### src/rtl/mc_ctrl_pkg.sv
// Shared encodings for the multicycle RV32I control unit: FSM states,
// opcodes, ALUOp, ALUControl (4-bit, truncated by ALUCTRL_W) and mux selects.
package mc_ctrl_pkg;

    localparam int unsigned OP_W      = 7;
    localparam int unsigned ALU4_W    = 4;
    localparam int unsigned SEL_W     = 2;

    typedef enum logic [3:0] {
        S_FETCH    = 4'd0,
        S_DECODE   = 4'd1,
        S_MEMADR   = 4'd2,
        S_MEMREAD  = 4'd3,
        S_MEMWB    = 4'd4,
        S_MEMWRITE = 4'd5,
        S_EXECUTER = 4'd6,
        S_EXECUTEI = 4'd7,
        S_ALUWB    = 4'd8,
        S_BEQ      = 4'd9,
        S_JAL      = 4'd10
    } state_t;

    localparam logic [OP_W-1:0] OP_LOAD   = 7'b0000011;
    localparam logic [OP_W-1:0] OP_STORE  = 7'b0100011;
    localparam logic [OP_W-1:0] OP_RTYPE  = 7'b0110011;
    localparam logic [OP_W-1:0] OP_ITYPE  = 7'b0010011;
    localparam logic [OP_W-1:0] OP_BRANCH = 7'b1100011;
    localparam logic [OP_W-1:0] OP_JAL    = 7'b1101111;

    typedef enum logic [1:0] {
        ALUOP_ADD   = 2'b00,
        ALUOP_SUB   = 2'b01,
        ALUOP_FUNCT = 2'b10
    } aluop_t;

    localparam logic [ALU4_W-1:0] ALU_ADD  = 4'b0000;
    localparam logic [ALU4_W-1:0] ALU_SUB  = 4'b0001;
    localparam logic [ALU4_W-1:0] ALU_AND  = 4'b0010;
    localparam logic [ALU4_W-1:0] ALU_OR   = 4'b0011;
    localparam logic [ALU4_W-1:0] ALU_XOR  = 4'b0100;
    localparam logic [ALU4_W-1:0] ALU_SLT  = 4'b0101;
    localparam logic [ALU4_W-1:0] ALU_SLL  = 4'b0110;
    localparam logic [ALU4_W-1:0] ALU_SRL  = 4'b0111;
    localparam logic [ALU4_W-1:0] ALU_SRA  = 4'b1000;
    localparam logic [ALU4_W-1:0] ALU_SLTU = 4'b1001;

    localparam logic [SEL_W-1:0] RES_ALUOUT    = 2'b00;
    localparam logic [SEL_W-1:0] RES_DATA      = 2'b01;
    localparam logic [SEL_W-1:0] RES_ALURESULT = 2'b10;

    localparam logic [SEL_W-1:0] SRCA_PC    = 2'b00;
    localparam logic [SEL_W-1:0] SRCA_OLDPC = 2'b01;
    localparam logic [SEL_W-1:0] SRCA_RD1   = 2'b10;

    localparam logic [SEL_W-1:0] SRCB_RD2  = 2'b00;
    localparam logic [SEL_W-1:0] SRCB_IMM  = 2'b01;
    localparam logic [SEL_W-1:0] SRCB_FOUR = 2'b10;

    localparam logic [SEL_W-1:0] IMM_I = 2'b00;
    localparam logic [SEL_W-1:0] IMM_S = 2'b01;
    localparam logic [SEL_W-1:0] IMM_B = 2'b10;
    localparam logic [SEL_W-1:0] IMM_J = 2'b11;

    // Immediate format implied by the opcode; formats without an immediate use I.
    function automatic logic [SEL_W-1:0] imm_src_of(input logic [OP_W-1:0] op);
        case (op)
            OP_STORE:  return IMM_S;
            OP_BRANCH: return IMM_B;
            OP_JAL:    return IMM_J;
            default:   return IMM_I;
        endcase
    endfunction

endpackage

### src/rtl/mc_controller_if.sv
// Control bus between the instruction register/datapath and mc_controller.
// master = controller side, slave = datapath side.
interface mc_controller_if #(
    parameter int unsigned ALUCTRL_W = 3
);
    logic [6:0]           op;
    logic [2:0]           funct3;
    logic                 funct7b5;
    logic                 Zero;
    logic                 mem_ready;

    logic                 PCWrite;
    logic                 AdrSrc;
    logic                 MemWrite;
    logic                 IRWrite;
    logic [1:0]           ResultSrc;
    logic [1:0]           ALUSrcA;
    logic [1:0]           ALUSrcB;
    logic [1:0]           ImmSrc;
    logic                 RegWrite;
    logic [ALUCTRL_W-1:0] ALUControl;
    logic                 illegal;

    modport master (
        input  op, funct3, funct7b5, Zero, mem_ready,
        output PCWrite, AdrSrc, MemWrite, IRWrite, ResultSrc, ALUSrcA,
               ALUSrcB, ImmSrc, RegWrite, ALUControl, illegal
    );

    modport slave (
        output op, funct3, funct7b5, Zero, mem_ready,
        input  PCWrite, AdrSrc, MemWrite, IRWrite, ResultSrc, ALUSrcA,
               ALUSrcB, ImmSrc, RegWrite, ALUControl, illegal
    );
endinterface

### src/rtl/mc_controller_alu_decoder_w.sv
// Combinational ALU decoder: ALUOp + funct fields -> ALUControl.
// ALUCTRL_W=3 keeps the base set; shift/xor/sltu fall back to add.
module alu_decoder_w
    import mc_ctrl_pkg::*;
#(
    parameter int unsigned ALUCTRL_W = 3
) (
    input  aluop_t               alu_op,
    input  logic [2:0]           funct3,
    input  logic                 funct7b5,
    input  logic                 op5,
    output logic [ALUCTRL_W-1:0] alu_control
);

    localparam bit EXT = (ALUCTRL_W >= 4);

    logic [ALU4_W-1:0] ctl4;

    // Full 4-bit decode, then truncated to the configured width.
    always_comb begin
        ctl4 = ALU_ADD;
        case (alu_op)
            ALUOP_ADD: ctl4 = ALU_ADD;
            ALUOP_SUB: ctl4 = ALU_SUB;
            ALUOP_FUNCT: begin
                case (funct3)
                    3'b000:  ctl4 = (op5 & funct7b5) ? ALU_SUB : ALU_ADD;
                    3'b001:  ctl4 = EXT ? ALU_SLL : ALU_ADD;
                    3'b010:  ctl4 = ALU_SLT;
                    3'b011:  ctl4 = EXT ? ALU_SLTU : ALU_ADD;
                    3'b100:  ctl4 = EXT ? ALU_XOR : ALU_ADD;
                    3'b101:  ctl4 = EXT ? (funct7b5 ? ALU_SRA : ALU_SRL) : ALU_ADD;
                    3'b110:  ctl4 = ALU_OR;
                    default: ctl4 = ALU_AND;
                endcase
            end
            default: ctl4 = ALU_ADD;
        endcase
    end

    assign alu_control = ALUCTRL_W'(ctl4);

endmodule

### src/rtl/mc_controller.sv
// Moore control unit for the multicycle RV32I datapath.
// Optional feature: define MC_CTRL_MEM_WAIT_EN to enable the mem_ready
// handshake (FETCH/MEMREAD/MEMWRITE hold until memory completes).
// Outputs are combinational from state; while reset is high they show
// FETCH values so no write strobe escapes during reset.
module mc_controller
    import mc_ctrl_pkg::*;
#(
    parameter int unsigned ALUCTRL_W = 3
) (
    input  logic            clk,
    input  logic            reset,
    mc_controller_if.master bus
);

    state_t state;
    state_t state_next;
    state_t out_state;
    aluop_t alu_op;
    logic   ready;
    logic   branch;
    logic   pc_update;

`ifdef MC_CTRL_MEM_WAIT_EN
    assign ready = bus.mem_ready;
`else
    logic unused_mem_ready;
    assign unused_mem_ready = bus.mem_ready;
    assign ready            = 1'b1;
`endif

    assign out_state = reset ? S_FETCH : state;

    // State register.
    always_ff @(posedge clk) begin
        if (reset) begin
            state <= S_FETCH;
        end else begin
            state <= state_next;
        end
    end

    // Next-state and per-state controls.
    always_comb begin
        state_next    = state;
        alu_op        = ALUOP_ADD;
        branch        = 1'b0;
        pc_update     = 1'b0;
        bus.AdrSrc    = 1'b0;
        bus.MemWrite  = 1'b0;
        bus.IRWrite   = 1'b0;
        bus.RegWrite  = 1'b0;
        bus.ResultSrc = RES_ALUOUT;
        bus.ALUSrcA   = SRCA_PC;
        bus.ALUSrcB   = SRCB_RD2;
        bus.illegal   = 1'b0;

        case (state)
            S_FETCH:    if (ready) state_next = S_DECODE;
            S_DECODE: begin
                case (bus.op)
                    OP_LOAD, OP_STORE: state_next = S_MEMADR;
                    OP_RTYPE:          state_next = S_EXECUTER;
                    OP_ITYPE:          state_next = S_EXECUTEI;
                    OP_BRANCH:         state_next = S_BEQ;
                    OP_JAL:            state_next = S_JAL;
                    default:           state_next = S_FETCH;
                endcase
            end
            S_MEMADR:   state_next = bus.op[5] ? S_MEMWRITE : S_MEMREAD;
            S_MEMREAD:  if (ready) state_next = S_MEMWB;
            S_MEMWRITE: if (ready) state_next = S_FETCH;
            S_EXECUTER, S_EXECUTEI, S_JAL: state_next = S_ALUWB;
            default:    state_next = S_FETCH;
        endcase

        case (out_state)
            S_FETCH: begin
                bus.IRWrite   = ready;
                pc_update     = ready;
                bus.ALUSrcB   = SRCB_FOUR;
                bus.ResultSrc = RES_ALURESULT;
            end
            S_DECODE: begin
                bus.ALUSrcA = SRCA_OLDPC;
                bus.ALUSrcB = SRCB_IMM;
                case (bus.op)
                    OP_LOAD, OP_STORE, OP_RTYPE, OP_ITYPE, OP_BRANCH, OP_JAL: bus.illegal = 1'b0;
                    default: bus.illegal = 1'b1;
                endcase
            end
            S_MEMADR: begin
                bus.ALUSrcA = SRCA_RD1;
                bus.ALUSrcB = SRCB_IMM;
            end
            S_MEMREAD:  bus.AdrSrc = 1'b1;
            S_MEMWB: begin
                bus.ResultSrc = RES_DATA;
                bus.RegWrite  = 1'b1;
            end
            S_MEMWRITE: begin
                bus.AdrSrc   = 1'b1;
                bus.MemWrite = 1'b1;
            end
            S_EXECUTER: begin
                bus.ALUSrcA = SRCA_RD1;
                alu_op      = ALUOP_FUNCT;
            end
            S_EXECUTEI: begin
                bus.ALUSrcA = SRCA_RD1;
                bus.ALUSrcB = SRCB_IMM;
                alu_op      = ALUOP_FUNCT;
            end
            S_ALUWB:    bus.RegWrite = 1'b1;
            S_BEQ: begin
                bus.ALUSrcA = SRCA_RD1;
                alu_op      = ALUOP_SUB;
                branch      = 1'b1;
            end
            S_JAL: begin
                bus.ALUSrcA = SRCA_OLDPC;
                bus.ALUSrcB = SRCB_FOUR;
                pc_update   = 1'b1;
            end
            default: ;
        endcase
    end

    assign bus.PCWrite = pc_update | (branch & bus.Zero);
    assign bus.ImmSrc  = imm_src_of(bus.op);

    // ALU operation decode.
    alu_decoder_w #(
        .ALUCTRL_W (ALUCTRL_W)
    ) u_alu_dec (
        .alu_op      (alu_op),
        .funct3      (bus.funct3),
        .funct7b5    (bus.funct7b5),
        .op5         (bus.op[5]),
        .alu_control (bus.ALUControl)
    );

endmodule

### src/flat_wrapper.sv
// flat-port wrapper written by rule: the top's interface ports become plain ports
module mc_controller_flat import mc_ctrl_pkg::*;
#(
    parameter int unsigned ALUCTRL_W = 3
)
  (clk, reset, bus_op, bus_funct3, bus_funct7b5, bus_Zero, bus_mem_ready, bus_PCWrite, bus_AdrSrc, bus_MemWrite, bus_IRWrite, bus_ResultSrc, bus_ALUSrcA, bus_ALUSrcB, bus_ImmSrc, bus_RegWrite, bus_ALUControl, bus_illegal);
  mc_controller_if #(.ALUCTRL_W(ALUCTRL_W)) bus_i ();
  input  logic clk;
  input  logic reset;
  input wire logic [$bits(bus_i.op)-1:0] bus_op;
  input wire logic [$bits(bus_i.funct3)-1:0] bus_funct3;
  input wire logic [$bits(bus_i.funct7b5)-1:0] bus_funct7b5;
  input wire logic [$bits(bus_i.Zero)-1:0] bus_Zero;
  input wire logic [$bits(bus_i.mem_ready)-1:0] bus_mem_ready;
  output wire logic [$bits(bus_i.PCWrite)-1:0] bus_PCWrite;
  output wire logic [$bits(bus_i.AdrSrc)-1:0] bus_AdrSrc;
  output wire logic [$bits(bus_i.MemWrite)-1:0] bus_MemWrite;
  output wire logic [$bits(bus_i.IRWrite)-1:0] bus_IRWrite;
  output wire logic [$bits(bus_i.ResultSrc)-1:0] bus_ResultSrc;
  output wire logic [$bits(bus_i.ALUSrcA)-1:0] bus_ALUSrcA;
  output wire logic [$bits(bus_i.ALUSrcB)-1:0] bus_ALUSrcB;
  output wire logic [$bits(bus_i.ImmSrc)-1:0] bus_ImmSrc;
  output wire logic [$bits(bus_i.RegWrite)-1:0] bus_RegWrite;
  output wire logic [$bits(bus_i.ALUControl)-1:0] bus_ALUControl;
  output wire logic [$bits(bus_i.illegal)-1:0] bus_illegal;
  assign bus_i.op = bus_op;
  assign bus_i.funct3 = bus_funct3;
  assign bus_i.funct7b5 = bus_funct7b5;
  assign bus_i.Zero = bus_Zero;
  assign bus_i.mem_ready = bus_mem_ready;
  assign bus_PCWrite = bus_i.PCWrite;
  assign bus_AdrSrc = bus_i.AdrSrc;
  assign bus_MemWrite = bus_i.MemWrite;
  assign bus_IRWrite = bus_i.IRWrite;
  assign bus_ResultSrc = bus_i.ResultSrc;
  assign bus_ALUSrcA = bus_i.ALUSrcA;
  assign bus_ALUSrcB = bus_i.ALUSrcB;
  assign bus_ImmSrc = bus_i.ImmSrc;
  assign bus_RegWrite = bus_i.RegWrite;
  assign bus_ALUControl = bus_i.ALUControl;
  assign bus_illegal = bus_i.illegal;
  mc_controller #(.ALUCTRL_W(ALUCTRL_W)) u_core (.clk(clk), .reset(reset), .bus(bus_i));
endmodule
### config.mk
export PLATFORM = sky130hd
export DESIGN_NAME = mc_controller_flat
export DESIGN_NICKNAME = d
export VERILOG_FILES = /design/src/rtl/mc_ctrl_pkg.sv /design/src/rtl/mc_controller_if.sv /design/src/rtl/mc_controller_alu_decoder_w.sv /design/src/rtl/mc_controller.sv /design/src/flat_wrapper.sv
export SDC_FILE = /design/constraint.sdc
export NUM_CORES = 1
export LEC_CHECK = 0
export BUFFER_PORTS_ARGS = -buffer_cell sky130_fd_sc_hd__buf_2
export CORE_MARGIN = 2
export CORE_UTILIZATION = 39
export DETAILED_ROUTE_END_ITERATION = 12
export PLACE_DENSITY_LB_ADDON = 0.15
export SETUP_SLACK_MARGIN = 0.2
export SLEW_MARGIN = 20
export SYNTH_ARGS = -nofsm -noshare
export SYNTH_HDL_FRONTEND = slang
export SYNTH_SLANG_ARGS = --single-unit
### constraint.sdc
create_clock -name clk -period 1.23 [get_ports clk]
set_input_delay 0.0615 -clock clk [delete_from_list [all_inputs] [get_ports clk]]
set_output_delay 0.0615 -clock clk [all_outputs]
set_load 0.05 [all_outputs]
# ---- After elaboration in Yosys (flattened, before gate mapping)
# Cells that the tools add are included.
# W data, S select, Z words.
dict set report totals {
  reg_bits 4
  output_inout_bits 17
}
dict set report classes {
  eq_ne 30
  mux 20
  bitwise 3
  reduce_logical 14
}
# op n
set op_table {}
lappend op_table {{$pmux W4 S5} 2}
lappend op_table {{$eq A4 B3 Y1 const B} 6}
lappend op_table {{$eq A4 B2 Y1 const B} 4}
lappend op_table {{$eq A4 B4 Y1 const B} 4}
lappend op_table {{$pmux W2 S2} 4}
lappend op_table {{$eq A7 B6 Y1 const B} 2}
lappend op_table {{$eq A7 B7 Y1 const B} 2}
lappend op_table {{$pmux W3 S4} 1}
lappend op_table {{$reduce_or A2 Y1} 6}
lappend op_table {{$eq A3 B3 Y1 const B} 3}
lappend op_table {{$mux W1} 9}
lappend op_table {{$eq A4 B1 Y1 const B} 2}
lappend op_table {{$logic_not A4 Y1} 2}
lappend op_table {{$reduce_or A4 Y1} 2}
lappend op_table {{$eq A7 B2 Y1 const B} 1}
lappend op_table {{$eq A7 B5 Y1 const B} 1}
lappend op_table {{$eq A3 B2 Y1 const B} 2}
lappend op_table {{$pmux W2 S3} 1}
lappend op_table {{$pmux W3 S2} 1}
lappend op_table {{$reduce_or A3 Y1} 2}
lappend op_table {{$reduce_or A6 Y1} 1}
lappend op_table {{$mux W4} 1}
lappend op_table {{$eq A3 B1 Y1 const B} 1}
lappend op_table {{$logic_not A3 Y1} 1}
lappend op_table {{other kinds (5)} 6}

# ---- Depth between registers and ports, before layout
# Gate-level depths: netlist (run 1).
dict set report logic_depth {
  word_depth 6
  ltp_mapped 7
  depth_no_buf 7
}

# ---- Modules after synthesis
# Synthesis (run 1) repeated with hierarchy kept, for this count alone.
dict set report unflattened {
  hier_cells 73
  area_unflattened_um2 571.8
}
# module n_inst cells_per_inst area_each_um2 seq_area_each_um2
set by_module_without_submodules {}
lappend by_module_without_submodules {mc_controller 1 62 475.5 80.1}
lappend by_module_without_submodules {alu_decoder_w 1 11 96.3 0.0}

# ---- Worst setup path after synthesis (run 1)
# Ideal clock, no wire load.
dict set report synth_timing {
  path_kind {reg2out}
  startpoint {register u_core.state[3]}
  endpoint {output bus_ALUControl[2]}
  t_arrival_ps 2629
  path_slack_ps -1460
  path_stages_with_launch 6
  path_buffers 1
  path_cell_list {dfxtp_1 > buf_6 > and2b_1 > and2_1 > ha_1 > nor4_1}
}
dict set report synth_between {
  elab_chain_len 6
  word_cells_on_any_way 9
}
# item line_no
set synth_lines {}
lappend synth_lines {{from (decl)} mc_controller.sv:16} ;# state_t state;
lappend synth_lines {{from (signal assigned)} mc_controller.sv:39} ;# state <= state_next;
lappend synth_lines {{$mux W4 *} mc_controller.sv:32} ;# assign out_state = reset ? S_FETCH : state;
lappend synth_lines {{$eq A4 B3 Y1} mc_controller.sv:77} ;# case (out_state)
lappend synth_lines {{$reduce_or A2 Y1 (no line)} -}
lappend synth_lines {{$pmux W2 S2 *} mc_controller.sv:77}
lappend synth_lines {{$eq A2 B2 Y1 / $eq A2 B1 Y1 (equally long branches)} mc_controller_alu_decoder_w.sv:22} ;# case (alu_op)
lappend synth_lines {{$pmux W3 S2 *} mc_controller_alu_decoder_w.sv:22}
lappend synth_lines {{to (decl)} flat_wrapper.sv:24} ;# output wire logic [$bits(bus_i.ALUControl)-1:0] bus_ALUControl;
# Every way passes the cells marked *; elsewhere a longest branch is shown, timed or not.

# ---- Final worst setup path (run 1)
dict set report layout_timing {
  startpoint {register u_core.state[1]}
  endpoint {output bus_ALUControl[2]}
}
# The elaborated chain is that of the path after synthesis.

==> impl_metrics.json, run 1 <==
{
  "synth_fp_nets": 105,
  "yosysSeqAreaShare_pct": 13.1,
  "relSlewSlack_pct": 72.9,
  "violations": "setup timing",
  "cts_buffer_depth": 2,
  "via_per_inst": 6.53,
  "clock_sinks": 4,
  "worst_pin_slew_ns": 0.403,
  "area_growth_pct": 130,
  "grt_pass1_vias": 811,
  "dieArea_um2": 1910,
  "crit_required_ns": 1.17,
  "synthCells": 88,
  "yosys_register_bits": 4,
  "yosys.cell_types.count": 35,
  "crit_buf_inv": 1,
  "yosys.area_share.simple_pct": 39.8,
  "cts-buffers-inserted": 3,
  "busiest_layer": "met2",
  "total_power_uw": 647,
  "syn_area_um2": 613,
  "grt_max_degree": 16,
  "timing.reg2reg.setup_slack_ns": -0.12,
  "drv_cap": 0,
  "finalCritPeriodShare_pct": 144,
  "ys.flop_type": "dfxtp_1",
  "muxShareOfSynthArea_pct": 3.27,
  "synth_adder_area_share_pct": 4.08,
  "vias": 1012,
  "powerDensity_nw_per_um2": 459,
  "io_buffer_count": 30,
  "drtAntennaViolNets": 0,
  "setup_viol": 17,
  "path_class": "reg2out",
  "synthArstFlopShare_pct": 0,
  "hold_path_class": "in2reg",
  "reg2reg_to": "u_core.state[1]$_SDFF_PP0_",
  "end_kind": "output pin",
  "fin_util_pct": 94.6,
  "antenna_found_initial": 0,
  "regMostFlops": "u_core.state",
  "synth_edf_count": 0,
  "setup-tns-final_ns": -5.02,
  "fin_crit_ns": 1.77,
  "reg2reg_from": "u_core.state[1]$_SDFF_PP0_",
  "ioPinCount": 32,
  "clk_pin_slew_ns": 0.04,
  "path_cells": "and2b_1 -> and2_4 -> ha_4 -> nor4_4 -> buf_6",
  "syn_avg_cell_area_um2": 6.97,
  "gp_congestion": 0.854,
  "clock_latency_ns": 0.25,
  "crit_slowest_cell": "dfxtp_2",
  "startpoint": "u_core.state[1]$_SDFF_PP0_",
  "met2_usage_pct": 45.6,
  "grt_pass1_wl_um": 3540,
  "place_hpwl_um": 1500,
  "cp.arrival_ns": 1.71,
  "initial_utilization_pct": 41.2,
  "fin_skew_ns": 0.00137,
  "clock-root-buffer": "clkbuf_4",
  "pre_cts_ws_ns": -0.241,
  "die_height_um": 43.7,
  "yosysWarningCount": 0,
  "worstHoldStart": "bus_op[2]",
  "finalMaxSlewViolations": 0,
  "overflow": 0,
  "hold_viol_final": 0,
  "synthTopCellsByCount": "nor2_1, a21oi_1, inv_1, nand2_1, nor3_1",
  "leakage_nw": 0.560,
  "setup_ws_ns": -0.544,
  "hold_end": "u_core.state[0]$_SDFF_PP0_",
  "nNetsFinal": 158,
  "cts_tree": "built",
  "largest_register_ffs": 4,
  "synth_top_area_share_pct": 13.1,
  "drive_above_1_share_pct": 80.6,
  "max_freq_mhz": 564,
  "use_met3_pct": 4.17,
  "peakVddDrop_v": 0.000414,
  "hold_buffers": 0,
  "synth-compound-area-share_pct": 21.4,
  "rows": 14,
  "rsz0062_at_grt": "true",
  "synth_area_leaders": "dfxtp_1, nor2_1, clkbuf_8",
  "reg.largest.list": "u_core.state x4",
  "diodes": 0,
  "synth.most_common_cell": "nor2_1",
  "drt-initial-drc-count": 54,
  "reg2reg_depth": 5,
  "crit_path_max_fanout": 3,
  "outcome": "complete, but fails checks",
  "yosys.area.top_type": "dfxtp_1",
  "cpPeakStageDelay_ns": 0.38,
  "wl_per_cell_um": 23.7,
  "cts_max_level": 1,
  "synth_top_family_by_area": "simple AND/OR/NAND/NOR gates",
  "core-area_um2": 1490,
  "path_delay_family": "simple AND/OR/NAND/NOR gates",
  "die_w_um": 43.7,
  "drc": 0,
  "hold_depth": 4,
  "grt.total_usage_pct": 25.3,
  "routed_wl_um": 3680,
  "gr-usage-met1_pct": 28.4,
  "start_kind": "register",
  "synth-xor-area-share_pct": 4.29,
  "dr.pass1.iters": 4
}
how the worst max path moves through the flow:
stage / slack, ns / end / depth (start not counted)
4_1_cts: -0.41 / bus_ALUControl[2] / 6
6_report: -0.54 / bus_ALUControl[2] / 5
3_3_place_gp: -0.22 / bus_ALUControl[2] / 6
5_1_grt: -0.56 / bus_ALUControl[2] / 5
2_1_floorplan: -0.45 / bus_ALUControl[2] / 7
3_5_place_dp: -0.24 / bus_ALUControl[2] / 7
timing repair:
action / 4_1_cts / 5_1_grt
gates resized for setup: 55 / 38
gates cloned: 0 / 0
setup buffers: 3 / 6
pin swaps: 6 / 15
endpoints found under the setup margin: 20 / 20
layer usage:
metal	vias up	wire [um]
met5	-	0
met4	0	267
met3	30	353
met2	99	1830
met1	463	1230
li1	420	-
metrics by stage:
stage / cell area (um2) / std cells / hold slack (ns)
3_3_place_gp: 948 / 143 / 0.432
6_report: 1410 / 155 / 0.202
5_1_grt: 1410 / 155 / 0.209
3_5_place_dp: 948 / 143 / 0.434
2_1_floorplan: 729 / 88 / 0.190
4_1_cts: 1200 / 149 / 0.179
cell usage in the layout (no fill, tap or decap), types with 3 or more instances in the layout:
master / instances
buf_6: 20
buf_4: 16
buf_2: 13
nor2_4: 5
nor3_2: 5
a21oi_2: 5
nor2_2: 4
nor2_1: 4
buf_8: 4
nand2b_1: 3
inv_2: 3
nand2_2: 3
inv_1: 3
nand3_1: 3
nor4_4: 3
clkbuf_4: 3
dfxtp_2: 3
tightest hold or removal path, delay by kind of cell:
family                 cells  cell delay, ns
AO/OA/AOI/OAI              1            0.06
AND/OR/NAND/NOR            2            0.13
buffers and inverters      1            0.17
logic make-up (layout without fill, tap and decap cells):
group	count (synthesis)	in the layout
muxes	2	2
DFF	4	4
buffers and inverters	12	63
adders and majority gates	2	2
and+or+nand+nor	45	45
xor gates and xnor gates	3	3
AOI/OAI and AO/OA	20	20
final cells by class:
type                       instances  area [um2]
clock buffer                       3        22.5
fill                              42        80.1
inverter                           6        22.5
multi-input combinational         72         766
sequential                         4        87.6
tap                               16        20.0
timing repair buffer              54         490
where the power goes:
| part | leakage [nW] | internal [mW] | switching (mW) |
|---|---|---|---|
| Sequential | 0.0346 | 0.132 | 0.00377 |
| Clock | 0.0138 | 0.111 | 0.0789 |
| Combinational | 0.512 | 0.126 | 0.195 |
Note: power is estimated with default switching activity, not from simulation.
==> inputs of run 2 (changes only) <==
- CORE_UTILIZATION: 39 -> 40
- clock period: 1.23 -> 1.7 ns (I/O delays scaled with it)
==> run 2 against run 1 <==
Against the previous run: the flow now finishes without violations; sequential cell count did not move; clock-buffer cell count did not move; cell area fell by 23%; die area fell by 2.3%.
==> impl_metrics.json, run 2 (synthesized netlist as in run 1, its figures left out) <==
{
  "ioPinCount": 32,
  "drv_cap": 0,
  "finalCritPeriodShare_pct": 98.6,
  "setup_viol": 0,
  "regMostFlops": "u_core.state",
  "placed_area_um2": 841,
  "reg.largest.list": "u_core.state x4",
  "area_growth_pct": 77.3,
  "die_w_um": 43.2,
  "reg2reg_from": "u_core.state[1]$_SDFF_PP0_",
  "max_freq_mhz": 596,
  "nNetsFinal": 149,
  "crit_required_ns": 1.62,
  "cts_tree": "built",
  "route.met3.wl_um": 78,
  "final_cell_mix": "buf_2, buf_4, nor2_1",
  "start_kind": "register",
  "via_per_inst": 5.36,
  "path_class": "reg2out",
  "reg2reg_depth": 6,
  "crit_path_max_fanout": 3,
  "hold_path_class": "in2reg",
  "crit_path_end": "bus_ALUControl[2]",
  "leakage_nw": 0.456,
  "outcome": "complete, no violations",
  "fin_skew_ns": 0.00442,
  "fin_area_um2": 1090,
  "drive_above_1_share_pct": 62.3,
  "vias": 783,
  "final_common_cell": "buf_2",
  "setup_ws_ns": 0.0234,
  "dr.pass1.iters": 4,
  "startpoint": "u_core.state[1]$_SDFF_PP0_",
  "grt.total_usage_pct": 21.0,
  "wl_per_cell_um": 13.5,
  "rsz0062_at_grt": "true",
  "cts_max_level": 1,
  "timing.reg2reg.setup_slack_ns": 0.39,
  "gp_congestion": 0.763,
  "drtAntennaViolNets": 0,
  "clock_latency_ns": 0.24,
  "setup-tns-final_ns": 0,
  "worst_pin_slew_ns": 0.275,
  "routed_wl_um": 1970,
  "diodes": 0,
  "die_height_um": 43.2,
  "initial_utilization_pct": 41.7,
  "cts_buffer_depth": 2,
  "place_hpwl_um": 1310,
  "grt_max_degree": 16,
  "reg2reg_to": "u_core.state[0]$_SDFF_PP0_",
  "end_kind": "output pin",
  "drc": 0,
  "powerDensity_nw_per_um2": 359,
  "hold_viol_final": 0,
  "dieArea_um2": 1860,
  "cp.arrival_ns": 1.59,
  "core-area_um2": 1470,
  "pre_cts_ws_ns": 0.0283,
  "clock_sinks": 4,
  "peakVddDrop_v": 0.000253,
  "fin_crit_ns": 1.68,
  "relSlewSlack_pct": 81.4,
  "cts-buffers-inserted": 3,
  "wl_met1_um": 769,
  "grt_pass1_vias": 676,
  "clock-root-buffer": "clkbuf_4",
  "io_buffer_count": 30,
  "top_layer": "met4",
  "overflow": 0,
  "clk_pin_slew_ns": 0.04,
  "rows": 14,
  "antenna_found_initial": 0,
  "drt-initial-drc-count": 11,
  "grt_pass1_wl_um": 2930,
  "met2WireLength_um": 1090,
  "finalMaxSlewViolations": 0,
  "largest_register_ffs": 4
}
## run 2: cell types whose count changed in the layout (fill, tap and decap cells not counted), moves of 3 or more
| cell | delta |
|---|---|
| buf_6 | -12 |
| buf_8 | -3 |
| nor2_4 | -4 |
| nand2_1 | +4 |
| nor2_1 | +6 |
| clkbuf_4 | +3 |
| a21oi_2 | -4 |
| nand2_2 | -3 |
| a21oi_1 | +4 |
| buf_2 | +4 |
## run 2: worst max-delay path, cell delays in order (launching register included)
cell and delay, ns:
dfxtp_2 0.32, and2b_1 0.19, and2_4 0.17, inv_2 0.06, ha_4 0.14, nand2_4 0.06, nor4_4 0.21, buf_6 0.19
## run 2: how the worst min path moves through the flow
stage                        from                    endpoint  depth (start not counted)
floorplan           bus_funct3[0]           bus_ALUControl[2]                          1
global placement            reset  u_core.state[3]$_SDFF_PP0_                          2
detailed placement          reset  u_core.state[3]$_SDFF_PP0_                          2
CTS                         reset  u_core.state[3]$_SDFF_PP0_                          2
global route                reset  u_core.state[3]$_SDFF_PP0_                          2
finish                      reset  u_core.state[3]$_SDFF_PP0_                          2
## run 2: per-layer routing
metal | global-route usage (%) | up-vias
li1 | - | 398
met1 | 25.0 | 359
met2 | 37.0 | 23
met3 | 3.83 | 3
met4 | 7.27 | 0
met5 | 0 | -
## run 2: report_power, final
| group | internal, mW | switching, mW | leakage [nW] |
|---|---|---|---|
| clock | 0.0792 | 0.0431 | 0.0138 |
| sequential | 0.0971 | 0.00208 | 0.0343 |
| combinational | 0.0656 | 0.103 | 0.408 |
| total | 0.242 | 0.148 | 0.456 |
## run 2: cell type report
cell class,count,area (um2)
fill,123,384
inverter,6,22.5
clock buffer,3,22.5
timing repair buffer,45,333
multi-input combinational,72,604
tap,16,20.0
sequential,4,85.1
## run 2: through the flow
stage | std cells | hold slack (ns) | power [mW] | util, %
4_1_cts | 141 | 0.104 | 0.370 | 65.0
6_report | 146 | 0.0950 | 0.390 | 73.9
2_1_floorplan | 88 | 0.236 | 0.200 | -
3_3_place_gp | 137 | 0.342 | 0.242 | 57.1
5_1_grt | 146 | 0.121 | 0.409 | 73.9
3_5_place_dp | 137 | 0.358 | 0.244 | 57.1
## run 2: timing repair
item / 4_1_cts / 5_1_grt
gates resized for setup: 25 / 28
endpoints found under the setup margin: 7 / 14
hold buffers: 0 / 0
setup buffers: 1 / 5
cloned: 0 / 0
pin swaps: 8 / 11
==> inputs of run 3 (changes only) <==
- CAP_MARGIN: not set -> 20
- CORE_ASPECT_RATIO: not set -> 1.1
- clock period: 1.7 -> 1.56 ns (I/O delays scaled with it)
==> run 3 against run 2 <==
Against the previous run: the flow now stops in global routing; synthesized area is the same; synthesized cell count unchanged.
==> impl_metrics.json, run 3 <==
{
  "cts_max_level": 1,
  "synth_area_leaders": "dfxtp_1, nor2_1, clkbuf_8",
  "grt_max_degree": 16,
  "rows": 14,
  "io_buffer_count": 30,
  "outcome": "stopped before the end",
  "synth_top_area_share_pct": 13.1,
  "ys.flop_type": "dfxtp_1",
  "yosysSeqAreaShare_pct": 13.1,
  "synthCells": 88,
  "ioPinCount": 32,
  "haltStage": "global routing",
  "yosys.cell_types.count": 35,
  "synth_fp_nets": 105,
  "synth_edf_count": 0,
  "cts_buffer_depth": 2,
  "grt-worst-endpoint": "bus_ALUControl[2]",
  "yosys_register_bits": 4,
  "clock-root-buffer": "clkbuf_4",
  "yosysWarningCount": 0,
  "yosys.area.top_type": "dfxtp_1",
  "syn_area_um2": 613,
  "gp_congestion": 0.777,
  "synth.most_common_cell": "nor2_1",
  "syn_avg_cell_area_um2": 6.97,
  "dp_cells": 138,
  "synthTopCellsByCount": "nor2_1, a21oi_1, inv_1, nand2_1, nor3_1",
  "worst-ep-kind": "primary output",
  "firstError": "[ERROR DPL-0033] detailed placement checks failed during check placement.",
  "antenna_found_initial": 0,
  "initial_utilization_pct": 43.7,
  "die_w_um": 41.3,
  "clock_sinks": 4,
  "place_hpwl_um": 1450,
  "die_height_um": 45.1,
  "cts-buffers-inserted": 3,
  "synthArstFlopShare_pct": 0
}
==> run 3: repair_timing <==
item,in CTS
setup endpoints to repair,15
hold buffers,0
setup buffers,11
pin swaps,13
gates resized for setup,56
==> run 3: kinds of logic after synthesis <==
kind of cell / count (synthesis) / share of synthesized area [%]
compound gates: 20 / 21.4
xor+xnor: 3 / 4.29
fa+ha+maj: 2 / 4.08
buf+inv: 12 / 14.1
flops: 4 / 13.1
mux: 2 / 3.27
simple gates: 45 / 39.8
==> run 3: stage by stage <==
stage          instance area, um2  worst slack, ns  hold slack, ns  setup TNS [ns]
3_5_place_dp                  898           0.0413           0.388               0
4_1_cts                      1210           -0.105           0.142          -0.201
3_3_place_gp                  898           0.0637           0.388               0
2_1_floorplan                 717           -0.138           0.223          -0.187
==> inputs of run 4 (changes only) <==
- CORE_AREA: not set -> 2 2 63 65
- CORE_ASPECT_RATIO: 1.1 -> not set
- CORE_MARGIN: 2 -> not set
- CORE_UTILIZATION: 40 -> not set
- DIE_AREA: not set -> 0 0 65 67
- SETUP_SLACK_MARGIN: 0.2 -> not set
==> run 4 against run 3 <==
Against the previous run: the flow now finishes, with violations (setup timing).
==> impl_metrics.json, run 4 (synthesized netlist as in run 1, its figures left out) <==
{
  "outcome": "complete, but fails checks",
  "violations": "setup timing",
  "die_height_um": 67,
  "hold_viol_final": 0,
  "via_per_inst": 4.26,
  "leakage_nw": 0.454,
  "clk_pin_slew_ns": 0.03,
  "hold_path_class": "in2reg",
  "wl_per_cell_um": 11.2,
  "dr.pass1.iters": 4,
  "reg2reg_depth": 4,
  "reg.largest.list": "u_core.state x4",
  "regMostFlops": "u_core.state",
  "fin_crit_ns": 1.62,
  "path_class": "reg2out",
  "drtAntennaViolNets": 0,
  "finalCritPeriodShare_pct": 104,
  "largest_register_ffs": 4,
  "cts_buffer_depth": 2,
  "cp.arrival_ns": 1.55,
  "grt_pass1_wl_um": 3310,
  "hold_depth": 3,
  "drv_cap": 0,
  "io_buffer_count": 30,
  "pre_cts_ws_ns": -0.118,
  "crit_slowest_cell": "dfxtp_2",
  "die_w_um": 65,
  "cts_tree": "built",
  "overflow": 0,
  "clock_latency_ns": 0.22,
  "powerDensity_nw_per_um2": 468,
  "clock-root-buffer": "clkbuf_8",
  "end_kind": "output pin",
  "finalMaxSlewViolations": 0,
  "hold_slack_ns": 0.180,
  "routed_wl_um": 1980,
  "fin_util_pct": 29.7,
  "cts_max_level": 1,
  "start_kind": "register",
  "layoutNonFillerInstCount": 177,
  "final_cell_mix": "buf_2, buf_4, nor2_1",
  "core-area_um2": 3610,
  "cpPeakStageDelay_ns": 0.34,
  "worst_pin_slew_ns": 0.266,
  "ioPinCount": 32,
  "dp_cells": 173,
  "initial_utilization_pct": 17.0,
  "fin_skew_ns": 0.00111,
  "drive_above_1_share_pct": 58.1,
  "final_common_cell": "buf_2",
  "relSlewSlack_pct": 82.0,
  "rsz0062_at_grt": "true",
  "setup_viol": 2,
  "grt_pass1_vias": 748,
  "nNetsFinal": 148,
  "peakVddDrop_v": 0.000148,
  "dieArea_um2": 4360,
  "area_growth_pct": 74.7,
  "antenna_found_initial": 0,
  "diodes": 0,
  "vias": 754,
  "rows": 22,
  "timing.reg2reg.setup_slack_ns": 0.28,
  "grt.total_usage_pct": 9.89,
  "place_hpwl_um": 1550,
  "hold_buffers": 0,
  "crit_required_ns": 1.48,
  "clock_sinks": 4,
  "setup_ws_ns": -0.0631,
  "path_cells": "and2b_1 -> and2_4 -> ha_4 -> nor4_4 -> buf_6",
  "grt_max_degree": 16,
  "max_freq_mhz": 616,
  "crit_path_max_fanout": 4,
  "cts-buffers-inserted": 3,
  "drc": 0,
  "gp_congestion": 0.713,
  "drt-initial-drc-count": 11
}
==> run 4: repair_timing <==
action | CTS | global route
pin swaps | 7 | 4
setup buffers | 1 | 0
setup endpoints to repair | 6 | 6
resized for setup | 20 | 10
==> run 4: critical path, delay by kind of cell, from the launching register on <==
family	cells	cell delay, ns
buffers and inverters	1	0.19
and+or+nand+nor	3	0.58
DFF	1	0.34
adders and majority gates	1	0.22
==> run 4: worst paths after layout <==
kind | from | endpoint
worst min register to register | u_core.state[1]$_SDFF_PP0_ | u_core.state[2]$_SDFF_PP0_
worst max-delay path | u_core.state[1]$_SDFF_PP0_ | bus_ALUControl[2]
worst min-delay path | bus_op[4] | u_core.state[2]$_SDFF_PP0_
worst max register to register | u_core.state[0]$_SDFF_PP0_ | u_core.state[1]$_SDFF_PP0_
==> run 4: area by class of cell <==
class	instances	area, um2
fillers	393	2530
multi-input cells	72	573
repair buffers	44	289
flip-flops and latches	4	85.1
well taps	48	60.1
clock buffers	3	41.3
inverters	6	22.5
==> run 4: report_power, final <==
group	total (mW)	internal (mW)	switching (mW)	leakage, nW
Sequential	0.107	0.106	0.00145	0.0343
Combinational	0.179	0.0685	0.110	0.398
Clock	0.216	0.164	0.0513	0.0216
==> run 4: through the flow <==
stage | power [mW] | area [um2] | TNS [ns]
2_1_floorplan | 0.218 | 667 | -0.761
3_3_place_gp | 0.272 | 911 | -0.0742
3_5_place_dp | 0.273 | 911 | -0.118
4_1_cts | 0.498 | 1030 | -0.101
5_1_grt | 0.525 | 1070 | -0.192
6_report | 0.502 | 1070 | -0.0758
==> run 4: routing by layer <==
| metal | track usage (%) | up-vias | wire, um |
|---|---|---|---|
| met5 | 0 | - | 0 |
| met4 | 5.59 | 0 | 25 |
| met3 | 1.18 | 2 | 94 |
| met2 | 17.8 | 22 | 987 |
| met1 | 11.3 | 337 | 873 |
| li1 | - | 393 | - |
